==> config.mk <==
export PLATFORM = sky130hd
export DESIGN_NAME = brick_hit_ctrl
export DESIGN_NICKNAME = d
export VERILOG_FILES = /design/src/rtl/brick_pkg.sv /design/src/rtl/brick_overlap.sv /design/src/rtl/brick_hit_ctrl.sv
export SDC_FILE = /design/constraint.sdc
export NUM_CORES = 1
export LEC_CHECK = 0
export BUFFER_PORTS_ARGS = -buffer_cell sky130_fd_sc_hd__buf_2
export CORE_MARGIN = 4
export CORE_UTILIZATION = 50
export CTS_BUF_LIST = sky130_fd_sc_hd__clkbuf_8
export DETAILED_ROUTE_END_ITERATION = 10
export GPL_TIMING_DRIVEN = 1
export PLACE_DENSITY = 0.71
export REMOVE_ABC_BUFFERS = 1
export SYNTH_ARGS = -nofsm -noshare
export SYNTH_HDL_FRONTEND = slang
export SYNTH_HIERARCHICAL = 1
export SYNTH_SLANG_ARGS = --single-unit
==> constraint.sdc <==
create_clock -name clk -period 3.2 [get_ports clk]
set_clock_uncertainty 0.05 [all_clocks]
set_input_delay 0.32 -clock clk [delete_from_list [all_inputs] [get_ports clk]]
set_output_delay 0.32 -clock clk [all_outputs]
set_load 0.005 [all_outputs]
==> src/rtl/brick_pkg.sv <==
// Shared types and helpers for the brick collision logic: coordinate widths,
// the hit-tracker state encoding and min/max helpers on box coordinates.
package brick_pkg;

    localparam int COORD_W = 11;
    // Box edges carry one extra bit so ball_x + BALL_SIZE - 1 never wraps.
    localparam int BOX_W   = COORD_W + 1;

    localparam logic [BOX_W-1:0] BOX_ONE = {{(BOX_W-1){1'b0}}, 1'b1};

    typedef enum logic [1:0] {
        IDLE    = 2'd0,
        CHECK   = 2'd1,
        RESOLVE = 2'd2
    } state_t;

    function automatic logic [BOX_W-1:0] box_min(
        input logic [BOX_W-1:0] a,
        input logic [BOX_W-1:0] b
    );
        return (a < b) ? a : b;
    endfunction

    function automatic logic [BOX_W-1:0] box_max(
        input logic [BOX_W-1:0] a,
        input logic [BOX_W-1:0] b
    );
        return (a > b) ? a : b;
    endfunction

endpackage

==> src/rtl/brick_overlap.sv <==
// Combinational box-vs-rectangle test with inclusive edges; also reports the
// penetration depth on each axis (meaningful only while overlap is set).
module brick_overlap
    import brick_pkg::*;
#(
    parameter int RECT_LEFT  = 100,
    parameter int RECT_RIGHT = 140,
    parameter int RECT_UP    = 100,
    parameter int RECT_DOWN  = 110
) (
    input  logic [BOX_W-1:0] box_x0,
    input  logic [BOX_W-1:0] box_y0,
    input  logic [BOX_W-1:0] box_x1,
    input  logic [BOX_W-1:0] box_y1,
    output logic             overlap,
    output logic [BOX_W-1:0] ox,
    output logic [BOX_W-1:0] oy
);

    localparam logic [BOX_W-1:0] LEFT_C  = BOX_W'(RECT_LEFT);
    localparam logic [BOX_W-1:0] RIGHT_C = BOX_W'(RECT_RIGHT);
    localparam logic [BOX_W-1:0] UP_C    = BOX_W'(RECT_UP);
    localparam logic [BOX_W-1:0] DOWN_C  = BOX_W'(RECT_DOWN);

    logic overlap_x;
    logic overlap_y;

    always_comb begin
        overlap_x = (box_x1 >= LEFT_C) && (box_x0 <= RIGHT_C);
        overlap_y = (box_y1 >= UP_C)   && (box_y0 <= DOWN_C);
        overlap   = overlap_x && overlap_y;
    end

    always_comb begin
        ox = box_min(box_x1, RIGHT_C) - box_max(box_x0, LEFT_C) + BOX_ONE;
        oy = box_min(box_y1, DOWN_C)  - box_max(box_y0, UP_C)   + BOX_ONE;
    end

endmodule

==> src/rtl/brick_hit_ctrl.sv <==
// Per-brick hit tracker: once per frame tests the ball against this brick,
// counts hits, marks the brick destroyed and emits one-cycle hit/bounce/score pulses.
module brick_hit_ctrl
    import brick_pkg::*;
#(
    parameter int BRICK_LEFT    = 100,
    parameter int BRICK_RIGHT   = 140,
    parameter int BRICK_UP      = 100,
    parameter int BRICK_DOWN    = 110,
    parameter int BALL_SIZE     = 8,
    parameter int HITS_TO_BREAK = 1
) (
    input  logic               clk,
    input  logic               reset,
    input  logic               frame_tick,
    input  logic               level_restart,
    input  logic [COORD_W-1:0] ball_x,
    input  logic [COORD_W-1:0] ball_y,
    output logic               brick_vis,
    output logic               hit_pulse,
    output logic               bounce_x,
    output logic               bounce_y,
    output logic               score_inc,
    output logic [2:0]         hit_count
);

    localparam logic [BOX_W-1:0] BALL_M1 = BOX_W'(BALL_SIZE - 1);
    localparam logic [2:0]       HITS_C  = 3'(HITS_TO_BREAK);

    state_t           state_reg;
    state_t           state_next;

    logic [BOX_W-1:0] box_x0_reg;
    logic [BOX_W-1:0] box_y0_reg;
    logic [BOX_W-1:0] box_x1_reg;
    logic [BOX_W-1:0] box_y1_reg;

    logic             overlap_comb;
    logic [BOX_W-1:0] ox_comb;
    logic [BOX_W-1:0] oy_comb;

    logic             overlap_reg;
    logic [BOX_W-1:0] ox_reg;
    logic [BOX_W-1:0] oy_reg;

    logic             brick_vis_reg;
    logic [2:0]       hit_count_reg;
    logic [2:0]       hit_count_inc;

    logic             hit_now;
    logic             destroy_now;
    logic             start_frame;

    assign start_frame = (state_reg == IDLE) && frame_tick && !brick_vis_reg && !level_restart;

    // Ball box is latched as the frame starts so the overlap logic sees a
    // registered, stable box for the whole CHECK cycle.
    always_ff @(posedge clk or negedge reset) begin
        if (!reset) begin
            box_x0_reg <= '0;
            box_y0_reg <= '0;
            box_x1_reg <= '0;
            box_y1_reg <= '0;
        end else if (start_frame) begin
            box_x0_reg <= {1'b0, ball_x};
            box_y0_reg <= {1'b0, ball_y};
            box_x1_reg <= {1'b0, ball_x} + BALL_M1;
            box_y1_reg <= {1'b0, ball_y} + BALL_M1;
        end
    end

    brick_overlap #(
        .RECT_LEFT  (BRICK_LEFT),
        .RECT_RIGHT (BRICK_RIGHT),
        .RECT_UP    (BRICK_UP),
        .RECT_DOWN  (BRICK_DOWN)
    ) u_overlap (
        .box_x0  (box_x0_reg),
        .box_y0  (box_y0_reg),
        .box_x1  (box_x1_reg),
        .box_y1  (box_y1_reg),
        .overlap (overlap_comb),
        .ox      (ox_comb),
        .oy      (oy_comb)
    );

    always_ff @(posedge clk or negedge reset) begin
        if (!reset) begin
            overlap_reg <= 1'b0;
            ox_reg      <= '0;
            oy_reg      <= '0;
        end else if (level_restart) begin
            overlap_reg <= 1'b0;
        end else if (state_reg == CHECK) begin
            overlap_reg <= overlap_comb;
            ox_reg      <= ox_comb;
            oy_reg      <= oy_comb;
        end
    end

    // FSM: state register
    always_ff @(posedge clk or negedge reset) begin
        if (!reset) begin
            state_reg <= IDLE;
        end else begin
            state_reg <= state_next;
        end
    end

    // FSM: next-state logic; restart wins over everything
    always_comb begin
        state_next = state_reg;
        if (level_restart) begin
            state_next = IDLE;
        end else begin
            case (state_reg)
                IDLE:    state_next = start_frame ? CHECK : IDLE;
                CHECK:   state_next = RESOLVE;
                RESOLVE: state_next = IDLE;
                default: state_next = IDLE;
            endcase
        end
    end

    // FSM: outputs; pulses depend on registered state only, gated by restart
    always_comb begin
        hit_count_inc = hit_count_reg + 3'd1;
        hit_now       = (state_reg == RESOLVE) && overlap_reg && !brick_vis_reg && !level_restart;
        destroy_now   = hit_now && (hit_count_inc == HITS_C);
        hit_pulse     = hit_now;
        bounce_x      = hit_now && (ox_reg < oy_reg);
        bounce_y      = hit_now && !(ox_reg < oy_reg);
        score_inc     = destroy_now;
    end

    always_ff @(posedge clk or negedge reset) begin
        if (!reset) begin
            brick_vis_reg <= 1'b0;
            hit_count_reg <= 3'd0;
        end else if (level_restart) begin
            brick_vis_reg <= 1'b0;
            hit_count_reg <= 3'd0;
        end else if (hit_now) begin
            hit_count_reg <= hit_count_inc;
            if (destroy_now) begin
                brick_vis_reg <= 1'b1;
            end
        end
    end

    assign brick_vis = brick_vis_reg;
    assign hit_count = hit_count_reg;

endmodule
==> results of run 1 <==
what timing repair did:
action / 4_1_cts / 5_1_grt
endpoints found under the setup margin: 10 / 12
buffers inserted: 3 / 5
gates resized for setup: 33 / 22
pin swaps: 25 / 21
gates cloned: 0 / 0
final timing paths:
check | endpoint | slack, ps
min in group clk | box_x1_reg[0]$_DFFE_PN0N_ | 120
setup reg to reg | oy_reg[11]$_DFFE_PN0P_ | -140
max in group asynchronous | box_y0_reg[10]$_DFFE_PN0N_ | 2400
hold reg to reg | box_x1_reg[0]$_DFFE_PN0N_ | 440
hold / removal | brick_vis$_DFFE_PN0P_ | 50
setup / recovery | oy_reg[11]$_DFFE_PN0P_ | -140
synthesized netlist by cell type, drive strengths merged, types with 2 or more instances:
cell / instances
a2111oi: 3
a211o: 2
a211oi: 2
a21o: 5
a21oi: 20
a31o: 2
a31oi: 3
and2: 10
and3: 5
and4: 2
buf: 10
clkbuf: 3
conb: 2
dfrtp: 77
fa: 2
ha: 57
inv: 39
mux2: 31
nand2: 64
nand2b: 6
nand3: 12
nand4: 6
nor2: 21
nor2b: 3
nor3: 6
nor4: 3
o211ai: 4
o21a: 2
o21ai: 45
o22ai: 2
o311ai: 2
or2: 2
or3: 3
or4: 3
xnor2: 20
xor2: 21
worst max-delay path: stages (launching register included):
cell,delay (ps)
dfrtp_1,380
or4_4,530
nor2_4,130
o21ai_2,70
and2_1,150
ha_1,290
inv_2,50
ha_4,160
fa_2,410
a211oi_2,270
o211ai_1,130
a31o_2,260
a21oi_2,140
xnor2_1,120
nand2_1,60
o21ai_1,80
where the power goes:
part	internal [uW]	switching, uW
Combinational	1170	1090
Clock	430	360
Sequential	1230	164
per-layer routing:
metal  up-vias  share of wire (%)  routed length (um)
met5         -                  0                   0
met4         0                1.9                 206
met3        13                2.9                 322
met2        59                 47                5208
met1      1903                 48                5292
li1       1968                  -                   -
final cells by class:
cell class / instances / area [sq um] / share of cell area [%]
timing repair buffer: 86 / 569.3 / 9.137
clock buffer: 9 / 123.9 / 1.988
tap: 133 / 166.4 / 2.671
sequential: 77 / 1927 / 30.92
inverter: 39 / 148.9 / 2.390
multi-input combinational: 393 / 3213 / 51.57
clock inverter: 7 / 82.58 / 1.325
logic make-up (layout without fill, tap and decap cells):
kind of cell / count (synthesis) / in the layout / synth area share, %
fa+ha+maj: 59 / 59 / 14.93
simple gates: 149 / 149 / 14.60
compound gates: 101 / 101 / 12.70
xor+xnor: 41 / 41 / 7.116
flops: 77 / 77 / 38.19
buf+inv: 52 / 141 / 4.686
mux: 32 / 32 / 7.637
other cells: 2 / 11 / 0.1488
per-stage QoR:
stage	instances	setup WS, ps
after global routing	744	-242.5
after CTS	739	-88.86
after global placement	720	-226.8
after detailed placement	720	-249.4
final	744	-135.6
after floorplan	509	-191.2
==> impl_metrics.csv, run 1 <==
group,metric,value,unit
status,status,"finished with violations",
status,violations,"negative setup slack",
global_routing,grt_use_total,20.17,%
clock_tree,tritoncts,"yes",
timing,relSlewSlack,29.36,%
floorplanning,dieHeight,108.5,um
routing,finalWirelength,11.03,mm
layout,mostFrequentLayoutCells,"dfrtp_1, nand2_1, buf_4",
routing,drt-pass1-iter-count,4,
timing,rsz0062_at_grt,"yes",
clock_tree,postCtsHoldBufs,0,
yosys,ys_types,61,
global_routing,grt_pass1_wl,18.67,mm
floorplanning,die-area,11760,sq um
yosys,avgSynthCellArea,9.836,sq um
timing,fmax,299.8,MHz
routing,dr.first_iter.drc_count,204,
layout,fin_nets,691,
floorplanning,die_x,108.5,um
critical_path,r2r_start,"box_y0_reg[8]$_DFFE_PN0N_",
timing,slew_violations,0,
job,maxCapViolCount,0,
routing,vias,3943,
yosys,ys_seq_area_share,38.18,%
timing,period_share,104.2,%
yosys,yosys-top-cells-area,"dfrtp_1, ha_1, mux2_2, nand2_1, o21ai_0",
placed_design,place.gp.congestion,0.8798,
clock_tree,clockRootBuffer,"clkbuf_8",
global_routing,gr-usage-met2,32.70,%
layout,antenna_cells,0,
clock_tree,clock-sinks,77,
floorplanning,start_util,51.39,%
layout,nFillCells,844,
power_and_ir_drop,powerDensity,712.9,nW/um^2
timing,whs,45.19,ps
timing,finalHoldViolations,0,
global_routing,grt_max_degree,78,
clock_tree,htree_levels,3,
clock_tree,cts_buffers,9,
timing,layout_setup_ws,-135.6,ps
placed_design,dpl_cell_area,5662,sq um
global_routing,use_met1,27.62,%
power_and_ir_drop,ir_drop,0.0003120,V
hold_path,hold_class,"input pin to async pin",
critical_path,ff2ff_path_depth,15,
global_routing,grt_pass1_vias,3959,
critical_path,crit_arrival,3570,ps
layout,final_common_cell,"dfrtp_1",
clock_tree,clk_latency,360,ps
floorplanning,rows,36,
layout,drive_gt1_share,30.28,%
power_and_ir_drop,total_power,4442,uW
yosys,synth_warnings,6,
routing,wl_per_cell,14.83,um
yosys,synth.cell_area,5046,sq um
layout,finish.instance_area,6231,sq um
power_and_ir_drop,p_leak,0.002977,uW
layout,synthToLayoutAreaGrowth,23.48,%
clock_tree,ctsLongestPathBuffers,2,
placed_design,portBuffers,33,
critical_path,worstPathRequired,3440,ps
critical_path,crit_fanout,2,
global_routing,met3_usage,2.388,%
global_routing,top_usage_layer,"met2",
timing,setup_viol,3,
critical_path,critical_path.startpoint,"box_y0_reg[8]$_DFFE_PN0N_",
yosys,synthCells,513,
routing,viasPerCell,5.300,
clock_tree,clk_pin_slew_worst_paths,70,ps
yosys,synth_top_area_cell,"dfrtp_1",
yosys,yosysTopAreaCellShare,38.18,%
yosys,ys_seq_elements,77,
routing,drtAntennaViolNets,0,
yosys,synth_flop_cell,"dfrtp_1",
timing,tightest_slew,1060,ps
global_routing,antenna_found_initial,0,
timing,finalSetupTns,-176.6,ps
layout,utilization,63.46,%
floorplanning,core_area,9819,sq um
routing,remaining_drc_errors,0,
yosys,synth-edff-count,0,
critical_path,end_kind,"flip-flop",
critical_path,crit_type,"flip-flop to flip-flop",
timing,fin_crit,3336,ps
floorplanning,io_pins,34,
global_routing,grt_overflow,0,
critical_path,start_kind,"flip-flop",
yosys,async_flop_share,100.0,%
placed_design,hpwl,7.985,mm
Power figures use the tool's default switching activity.
==> run 2: changes to the inputs <==
--- a/config.mk
+++ b/config.mk
@@ -6,12 +6,14 @@
 export NUM_CORES = 1
 export LEC_CHECK = 0
 export BUFFER_PORTS_ARGS = -buffer_cell sky130_fd_sc_hd__buf_2
+export CELL_PAD_IN_SITES_DETAIL_PLACEMENT = 1
+export CELL_PAD_IN_SITES_GLOBAL_PLACEMENT = 2
 export CORE_MARGIN = 4
-export CORE_UTILIZATION = 50
+export CORE_UTILIZATION = 37
 export CTS_BUF_LIST = sky130_fd_sc_hd__clkbuf_8
 export DETAILED_ROUTE_END_ITERATION = 10
 export GPL_TIMING_DRIVEN = 1
-export PLACE_DENSITY = 0.71
+export PLACE_DENSITY_LB_ADDON = 0.1
 export REMOVE_ABC_BUFFERS = 1
 export SYNTH_ARGS = -nofsm -noshare
 export SYNTH_HDL_FRONTEND = slang
==> run 2 against run 1 <==
  * The run still ends with negative setup slack left
  * Global-route usage shrank 3.8 points
  * Non-clock buffer count grew 11
  * Via count hardly changed
  * Combinational power rose by 5%
  * Register-to-register slack about the same
  * Clock-buffer cell count rose by 3
  * Flip-flop and latch count did not move
  * Critical endpoint is now ox_reg[11]$_DFFE_PN0P_
  * Highest routed layer unchanged
==> impl_metrics.csv, run 2 (same netlist as run 1, synthesis figures left out) <==
group,metric,value,unit
critical_path,start_kind,"flip-flop",
clock_tree,ctsLongestPathBuffers,2,
layout,final_common_cell,"dfrtp_1",
layout,ff_latch_area,1927,sq um
timing,slew_violations,0,
timing,layout_setup_ws,-122.7,ps
clock_tree,clk_latency,360,ps
routing,finalWirelength,12.57,mm
layout,drive_gt1_share,32.32,%
clock_tree,tritoncts,"yes",
layout,nFillCells,1545,
job,maxCapViolCount,0,
timing,finalSetupTns,-470.9,ps
timing,relSlewSlack,28.83,%
critical_path,worstPathRequired,3410,ps
placed_design,dpl_cell_area,5776,sq um
critical_path,crit_type,"flip-flop to flip-flop",
layout,synthToLayoutAreaGrowth,26.61,%
clock_tree,htree_levels,3,
timing,rsz0062_at_grt,"yes",
floorplanning,rows,42,
global_routing,grt_max_degree,78,
global_routing,grt_pass1_wl,20.89,mm
floorplanning,core_area,13300,sq um
critical_path,crit_arrival,3530,ps
clock_tree,clk_pin_slew_worst_paths,90,ps
timing,tightest_slew,1068,ps
global_routing,antenna_found_initial,0,
global_routing,met3_usage,2.444,%
layout,antenna_cells,0,
layout,mostFrequentLayoutCells,"dfrtp_1, nand2_1, buf_4",
routing,drt-pass1-iter-count,4,
floorplanning,die_x,124.8,um
clock_tree,clock-sinks,77,
power_and_ir_drop,clockPowerShare,17.4,%
floorplanning,io_pins,34,
placed_design,hpwl,9.504,mm
global_routing,grt_overflow,0,
timing,finalHoldViolations,0,
routing,remaining_drc_errors,0,
timing,period_share,103.8,%
timing,setup_viol,7,
global_routing,grt_pass1_vias,4192,
layout,multi_input_area,3218,sq um
clock_tree,postCtsHoldBufs,0,
global_routing,gr-usage-met2,25.86,%
global_routing,grt_use_total,16.37,%
timing,fin_crit,3323,ps
routing,viasPerCell,4.937,
placed_design,place.gp.congestion,0.7751,
placed_design,portBuffers,33,
power_and_ir_drop,intPower,2875,uW
floorplanning,start_util,37.95,%
power_and_ir_drop,ir_drop,0.0002532,V
routing,wl_per_cell,15.75,um
routing,drtAntennaViolNets,0,
routing,dr.first_iter.drc_count,76,
layout,finish.instance_area,6389,sq um
timing,fmax,301.0,MHz
hold_path,hold_class,"input pin to async pin",
power_and_ir_drop,power_frac_comb,52.0,%
power_and_ir_drop,powerDensity,714.1,nW/um^2
power_and_ir_drop,power_frac_seq,30.7,%
critical_path,crit_fanout,4,
power_and_ir_drop,p_leak,0.003038,uW
layout,fin_nets,702,
routing,vias,3940,
clock_tree,clockRootBuffer,"clkbuf_8",
floorplanning,die-area,15570,sq um
critical_path,end_kind,"flip-flop",
power_and_ir_drop,switchingPower,1687,uW
floorplanning,dieHeight,124.8,um
global_routing,top_usage_layer,"met2",
status,status,"finished with violations",
global_routing,use_met1,22.73,%
clock_tree,cts_buffers,9,
power_and_ir_drop,swShare,36.98,%
status,violations,"negative setup slack",
power_and_ir_drop,total_power,4562,uW
[run 2: cell types whose count changed in the layout (fill, tap and decap cells not counted), moves of 3 or more]
cell | previous run | this run
buf_4 | 53 | 61
clkbuf_8 | 9 | 12
ha_4 | 12 | 9
buf_6 | 1 | 4
[run 2: power by group through the flow]
stage	clock, uW	combinational (uW)	sequential, uW
global placement	0	1980	1400
detailed placement	0	2030	1410
finish	792	2370	1400
global route	862	2660	1430
floorplan	0	1340	1360
CTS	823	2240	1400
[run 2: worst max-delay path, stage by stage (launching register included)]
cell	delay [ps]
dfrtp_1	380
or4_4	570
a21oi_4	140
buf_6	150
and2_4	140
ha_2	200
ha_4	150
inv_2	40
fa_2	410
nor2b_4	140
o2111ai_2	160
a21oi_2	210
o22ai_2	90
xnor2_1	130
mux2_2	260
[run 2: area by class of cell]
type	instances	share of cell area [%]
Multi-Input combinational cell	393	50.37
Clock buffer	12	2.585
Tap cell	176	3.447
Sequential cell	77	30.16
Inverter	39	2.331
Timing Repair Buffer	97	10.38
Clock inverter	4	0.7246
[run 2: worst paths after layout]
| check | from | endpoint | slack (ps) | cells past startpoint |
|---|---|---|---|---|
| setup / recovery | box_x1_reg[10]$_DFFE_PN0N_ | ox_reg[11]$_DFFE_PN0P_ | -120 | 14 |
| hold / removal | reset | hit_count[0]$_DFFE_PN0P_ | 50 | 1 |
| setup reg to reg | box_x1_reg[10]$_DFFE_PN0N_ | ox_reg[11]$_DFFE_PN0P_ | -120 | 14 |
| hold reg to reg | box_x1_reg[8]$_DFFE_PN0N_ | box_x1_reg[8]$_DFFE_PN0N_ | 450 | 2 |
| max in group asynchronous | reset | box_y0_reg[9]$_DFFE_PN0N_ | 2370 | 1 |
| min in group clk | ball_x[0] | box_x1_reg[0]$_DFFE_PN0N_ | 140 | 2 |
[run 2: metrics by stage]
step	setup slack [ps]	utilization (%)	hold slack [ps]	cells
finish	-122.7	48.05	49.55	798
global route	-255.5	48.05	137.6	798
CTS	-137.4	46.73	104.0	791
detailed placement	-370.9	43.44	419.2	771
global placement	-290.4	43.44	410.2	771
floorplan	-191.2	-	-25.59	509
[run 2: routing by layer]
metal,routed length [um],vias up,share of wire (%)
li1,-,1981,-
met2,5927,38,47
met5,0,-,0
met4,209,0,1.7
met3,254,15,2.0
met1,6178,1906,49
[run 2: timing repair]
action / in CTS / in global routing
setup buffers: 5 / 7
gates resized for setup: 35 / 26
pin swaps: 28 / 16
endpoints found under the setup margin: 14 / 14
